**src/rtl/byte_to_word_packer.sv**
```systemverilog
// byte_to_word_packer
//
// Packs an 8-bit packet byte stream into WORD_BYTES-wide words. Each output
// word carries a per-byte keep mask and a last flag. A word never spans two
// packets: a byte flagged in_last closes the current word early, and the
// unfilled lanes are driven with PAD_BYTE.
//
// Parameters:
//   WORD_BYTES  bytes per output word (2..8)
//   BIG_ENDIAN  0: first-arriving byte in bits [7:0]; 1: first byte in MS lane
//   PAD_BYTE    value driven in unfilled lanes of a short final word
//
// Ports:
//   clock      system clock, all state on rising edge
//   reset      asynchronous, active-high reset
//   in_data    ingress byte
//   in_valid   ingress byte valid
//   in_ready   ingress byte accepted when in_valid && in_ready
//   in_last    ingress byte is the final byte of its packet
//   out_data   packed word
//   out_valid  word valid
//   out_ready  downstream accepts word when out_valid && out_ready
//   out_keep   bit k set means arrival-order byte k is real data
//   out_last   word holds the final byte of its packet
//
// Handshake: both sides use valid/ready. A transfer happens on a rising edge
// where valid && ready are both 1. A source holds valid and its payload
// stable until that transfer happens. in_ready depends only on the output
// stage (out_valid, out_ready), never on in_valid.

module byte_to_word_packer #(
    parameter int         WORD_BYTES = 4,
    parameter bit         BIG_ENDIAN = 1'b0,
    parameter logic [7:0] PAD_BYTE   = 8'h00
) (
    input  logic                    clock,
    input  logic                    reset,
    input  logic [7:0]              in_data,
    input  logic                    in_valid,
    output logic                    in_ready,
    input  logic                    in_last,
    output logic [8*WORD_BYTES-1:0] out_data,
    output logic                    out_valid,
    input  logic                    out_ready,
    output logic [WORD_BYTES-1:0]   out_keep,
    output logic                    out_last
);

    localparam int CW = (WORD_BYTES > 1) ? $clog2(WORD_BYTES) : 1;

    // Accumulator lanes are kept in arrival order. Endian mapping is applied
    // only when a word is handed to the output register.
    logic [7:0]              acc [WORD_BYTES];
    logic [CW-1:0]           count;

    logic                    accept;
    logic                    complete;
    logic [7:0]              lane_byte;
    logic [8*WORD_BYTES-1:0] next_data;
    logic [WORD_BYTES-1:0]   next_keep;

    // The input can advance whenever the output register is empty or is
    // being drained on this edge.
    assign in_ready = !out_valid || out_ready;
    assign accept   = in_valid && in_ready;
    assign complete = accept && (in_last || (count == CW'(WORD_BYTES - 1)));

    // Word that the output register loads on a completing byte. Lanes below
    // count come from the accumulator, lane count takes the incoming byte,
    // and higher lanes get padding.
    always_comb begin
        next_data = '0;
        next_keep = '0;
        lane_byte = PAD_BYTE;
        for (int k = 0; k < WORD_BYTES; k++) begin
            if (k < int'(count)) begin
                lane_byte = acc[k];
            end else if (k == int'(count)) begin
                lane_byte = in_data;
            end else begin
                lane_byte = PAD_BYTE;
            end
            next_keep[k] = (k <= int'(count));
            if (BIG_ENDIAN) begin
                next_data[8*(WORD_BYTES-1-k) +: 8] = lane_byte;
            end else begin
                next_data[8*k +: 8] = lane_byte;
            end
        end
    end

    always_ff @(posedge clock or posedge reset) begin
        if (reset) begin
            count     <= '0;
            out_data  <= '0;
            out_keep  <= '0;
            out_last  <= 1'b0;
            out_valid <= 1'b0;
            for (int k = 0; k < WORD_BYTES; k++) begin
                acc[k] <= 8'h00;
            end
        end else begin
            if (complete) begin
                // A completing byte is only accepted when the output register
                // is free or draining on this edge, so loading here never
                // overwrites an unconsumed word. out_valid stays 1 across a
                // same-edge handoff.
                out_data  <= next_data;
                out_keep  <= next_keep;
                out_last  <= in_last;
                out_valid <= 1'b1;
                count     <= '0;
                for (int k = 0; k < WORD_BYTES; k++) begin
                    acc[k] <= PAD_BYTE;
                end
            end else begin
                if (out_valid && out_ready) begin
                    out_valid <= 1'b0;
                end
                if (accept) begin
                    acc[count] <= in_data;
                    count      <= count + CW'(1);
                end
            end
        end
    end

endmodule
```
**config.mk**
```make
export PLATFORM = sky130hd
export DESIGN_NAME = byte_to_word_packer
export DESIGN_NICKNAME = d
export VERILOG_FILES = /design/src/rtl/byte_to_word_packer.sv
export SDC_FILE = /design/constraint.sdc
export NUM_CORES = 1
export LEC_CHECK = 0
export CORE_AREA = 2 2 65 91
export DETAILED_ROUTE_END_ITERATION = 7
export DIE_AREA = 0 0 67 93
export PLACE_DENSITY_LB_ADDON = 0.1
export SYNTH_ARGS = -nofsm -noshare
export SYNTH_HDL_FRONTEND = slang
export SYNTH_SLANG_ARGS = --single-unit
```
**constraint.sdc**
```tcl
create_clock -name clock -period 5.5 [get_ports clock]
set_clock_uncertainty 0.1 [all_clocks]
set_input_delay 1.375 -clock clock [delete_from_list [all_inputs] [get_ports clock]]
set_output_delay 1.375 -clock clock [all_outputs]
set_load 0.005 [all_outputs]
```
=== Yosys cells after proc, flatten, opt, wreduce, memory -nomap -nowiden ===
Cells that the tools add are included.

* $add $sub $neg: 1
* $lt $le $gt $ge: 8
* Equality and inequality tests: 4
* Mux-type cells: 16
* Bitwise gates (word level): 1
* Reductions and logical operators: 10

{| class="wikitable"
|+ Operators with widths
! operator !! count
|-
| 2-to-1 mux 32 bit || 2
|-
| 2-to-1 mux 8 bit || 8
|-
| bitwise mux 32 bit || 1
|-
| demux 8 bit (select 2 bit) || 1
|-
| equality test 2 bit, first input constant || 2
|-
| <= comparator 2 bit, first input constant || 2
|-
| logical AND 1 bit || 4
|-
| < comparator 1 x 2 -> 1 bit, first input constant || 2
|-
| 2-to-1 mux 2 bit || 2
|-
| nonzero test 2 bit || 2
|-
| greater-or-equal comparator 3 bit, second input constant || 1
|-
| < comparator 3 x 1 -> 1 bit, second input constant || 1
|-
| NOT 2 -> 3 bit || 1
|-
| adder 2 x 1 -> 2 bit, second input constant || 1
|-
| equality test 1 x 2 -> 1 bit, first input constant || 1
|-
| equality test 2 bit, second input constant || 1
|-
| <= comparator 1 x 2 -> 1 bit, first input constant || 1
|-
| zero test 2 bit || 1
|-
| logical OR 1 bit || 2
|-
| < comparator 2 bit, first input constant || 1
|-
| 2-to-1 mux 1 bit || 2
|-
| zero test 1 bit || 1
|}

* Register bits: 72
* Input port bits: 13
* Output and inout port bits: 39
* Logic and storage cells: 49

=== Logic depth before layout (Yosys ltp) ===
* Depth in word-level cells: 8
* Depth in mapped cells: 8
* Depth with buffers taken out: 5

=== Worst setup path after synthesis ===
OpenSTA, ideal clock, no wires.

* Path kind: input-to-output
* Start point: in out_ready
* End point: out in_ready
* Arrival: 1,687 ps
* Data required time: 4,025 ps
* Path slack: 2,338 ps
* Stages: 2
* Path buffers: 1
* Path through: nand2b_1 > buf_2

* Longest elaborated chain between the ends: 1

{| class="wikitable"
|+ Ends and longest elaborated chain
! item !! line !! RTL
|-
| start: declaration || 44 || <nowiki>input logic out_ready,</nowiki>
|-
| logical OR 1 bit || 64 || <nowiki>assign in_ready = !out_valid || out_ready;</nowiki>
|-
| end: declaration || 40 || <nowiki>output logic in_ready,</nowiki>
|}

Every way passes these cells.

=== Worst setup path in the final report ===
Ends and elaborated chain as after synthesis.

==> results.md <==
- Status: complete, no violations
- Port-buffer cells: 51
- Leakage: 1.71 nW
- WL met3: 204 µm
- Setup Viol. Count Final: 0
- Worst hold path class: reg -> reg
- RSZ-0062 raised after global routing: no
- Leading cell type in the layout, fill and taps excluded: dfrtp_1
- Die Width: 67 µm
- Max Transition Viols Final: 0
- Hold depth: 1
- Vias/cell: 5.45
- Top cell by count, worst path: clkdlybuf4s50_1
- Place WS: 1.24 ns
- Gpl congestion: 0.777
- Tightest Pin Transition: 1.09 ns
- Die area: 0.00623 mm²
- Sequential area share after synthesis: 55.2%
- Cells after DPL: 336
- DRC viols: 0
- Tot GR Track Use: 21.2%
- Clock Latency Late Sink: 0.33 ns
- DRT Wirelength: 5.87 mm
- Req. time, crit path: 4.03 ns
- Top routing layer used: met4
- TritonRoute pass-1 iters: 4
- Hold Worst Slack: 0.378 ns
- Max-cap violations: 0
- Count of nets after finishing: 298
- Setup ws final: 1.23 ns
- Critical path type: in -> out
- Metal1 wirelength: 2.73 mm
- Post-placement cell area: 0.00344 mm²
- Cts hold-fix bufs: 0
- Num rows: 32
- Post-route ant nets: 0
- Final period util: 77.6%
- PwrDens: 465 mW/mm²
- Max VDD drop: 258 µV
- Flop-to-flop setup slack: 2.98 ns
- Final non-filler cell total: 351
- Syn Inst Count: 228
- Slew margin rel.: 26.3%
- Synth Register Bits: 64
- Setup TNS: 0 ns
- IO Count: 52
- Final Power: 1.69 mW
- Yosys cell types: 23
- CTS sink cnt: 64
- Vias after detailed routing: 1914
- First-pass GRT wire length: 9.62 mm
- Worst setup EP type: primary output
- Synth Area per Inst: 12.7 µm²
- Clock tree buffer depth: 2
- Total core area: 0.00545 mm²
- Largest net degree at the start of global routing: 37
- Initial drt markers: 102
- Die Ht: 93 µm
- Slowest cell on the critical path: clkdlybuf4s50_1
- Initial Util: 53.3%
- Syn Nets: 247
- CP max FO: 12
- DR WL/cell: 16.7 µm
- Met2 WL: 2.83 mm
- Area of the multi-input gates: 0.00119 mm²
- Total gr overflow: 0
- Post-CTS setup buffer count: 0
- Slowest stage delay, CP: 0.59 ns
- Most frequent cells in the layout: dfrtp_1 (64), clkdlybuf4s50_1 (51), nand2_1 (35)
- Hpwl dp: 3.95 mm
- Tmin final: 4.27 ns
- Vias in the first global route: 1920
- Worst Path Arrival: 2.79 ns
- R2R depth: 4
- Util after Layout: 66.7%
- Mapped Area: 0.00290 mm²
- CTS tree: yes
- Worst-path clk slew: 0.06 ns
- Fmax: 234 MHz
- Register Area: 0.00160 mm²
- Share of layout cells above drive strength 1: 19.4%
- Post-route design area: 0.00363 mm²
- Final Hold Vio Count: 0
- Filler cell count: 449
- Initial antenna violation count: 0
- Antenna cells: 0
- CP cell instances: clkdlybuf4s50_1, nand2b_1, clkdlybuf4s50_1
- Area Growth Syn to Fin: 25.2%
- Yosys warns: 0
- Resize count post-CTS: 0
- Inserted Clock Buffers: 9
- # H-tree levels: 3
- Startpoint types: input port
- Clk root buf: clkbuf_8
[report_power, final]
| group | switching (mW) | leakage [nW] | total [mW] | internal, mW |
|---|---|---|---|---|
| Combinational | 0.217 | 0.766 | 0.594 | 0.377 |
| Sequential | 0.0977 | 0.847 | 0.711 | 0.613 |
| Clock | 0.167 | 0.0925 | 0.386 | 0.219 |
[state kept, by name (all words and copies together), names as in the netlist]
register / flops
acc: 24
count: 2
out_data: 32
out_keep: 4
out_last: 1
out_valid: 1
[cell type report]
class	instances	share of cell area [%]
Timing Repair Buffer	55	14.9
Multi-Input combinational cell	142	32.8
Tap cell	68	2.34
Clock inverter	3	1.17
Clock buffer	12	4.00
Sequential cell	64	44.1
Inverter	7	0.723
[cells in the mapped netlist, drive strengths merged]
| master | number | area (µm²) |
|---|---|---|
| inv | 7 | 26.3 |
| and3 | 1 | 6.26 |
| o21ai | 17 | 85.1 |
| nand3 | 1 | 5.00 |
| a21o | 1 | 7.51 |
| nand2b | 3 | 18.8 |
| ha | 6 | 75.1 |
| nor4bb | 2 | 20.0 |
| a22o | 32 | 280 |
| nand3b | 1 | 7.51 |
| nor4b | 1 | 23.8 |
| clkbuf | 6 | 22.5 |
| nor2 | 2 | 7.51 |
| buf | 9 | 60.1 |
| nand2 | 35 | 131 |
| mux2 | 33 | 439 |
| mux2i | 3 | 30.0 |
| dfrtp | 64 | 1600 |
| o311ai | 3 | 48.8 |
| nor3 | 1 | 5.00 |
[path summary, 6_finish.rpt]
path	startpoint	endpoint
max in group asynchronous	reset	out_data[24]
worst max-delay path	out_ready	in_ready
worst min-delay path	out_keep[0]	out_keep[0]
worst min register to register	out_keep[0]	out_keep[0]
worst max register to register	count[1]	acc[17]
min in group asynchronous	reset	out_data[8]
[critical path: cells and delay by family]
family / cells / cell delay, ns
and+or+nand+nor: 1 / 0.38
buffers and inverters: 2 / 1.03
[layer usage]
metal	up-vias	global-route usage, %
li1	913	-
met1	948	29.6
met2	44	31.7
met3	9	3.37
met4	0	10.7
met5	-	0
[cell families after synthesis]
| logic type | Yosys count | synth area share (%) |
|---|---|---|
| multiplexers | 36 | 16.2 |
| AO/OA/AOI/OAI | 53 | 14.5 |
| buffers and inverters | 22 | 3.75 |
| adder cells (fa/ha/maj) | 6 | 2.59 |
| flip-flops | 64 | 55.2 |
| AND/OR/NAND/NOR | 47 | 7.76 |
No activity file was read; power rests on OpenSTA's default activity.
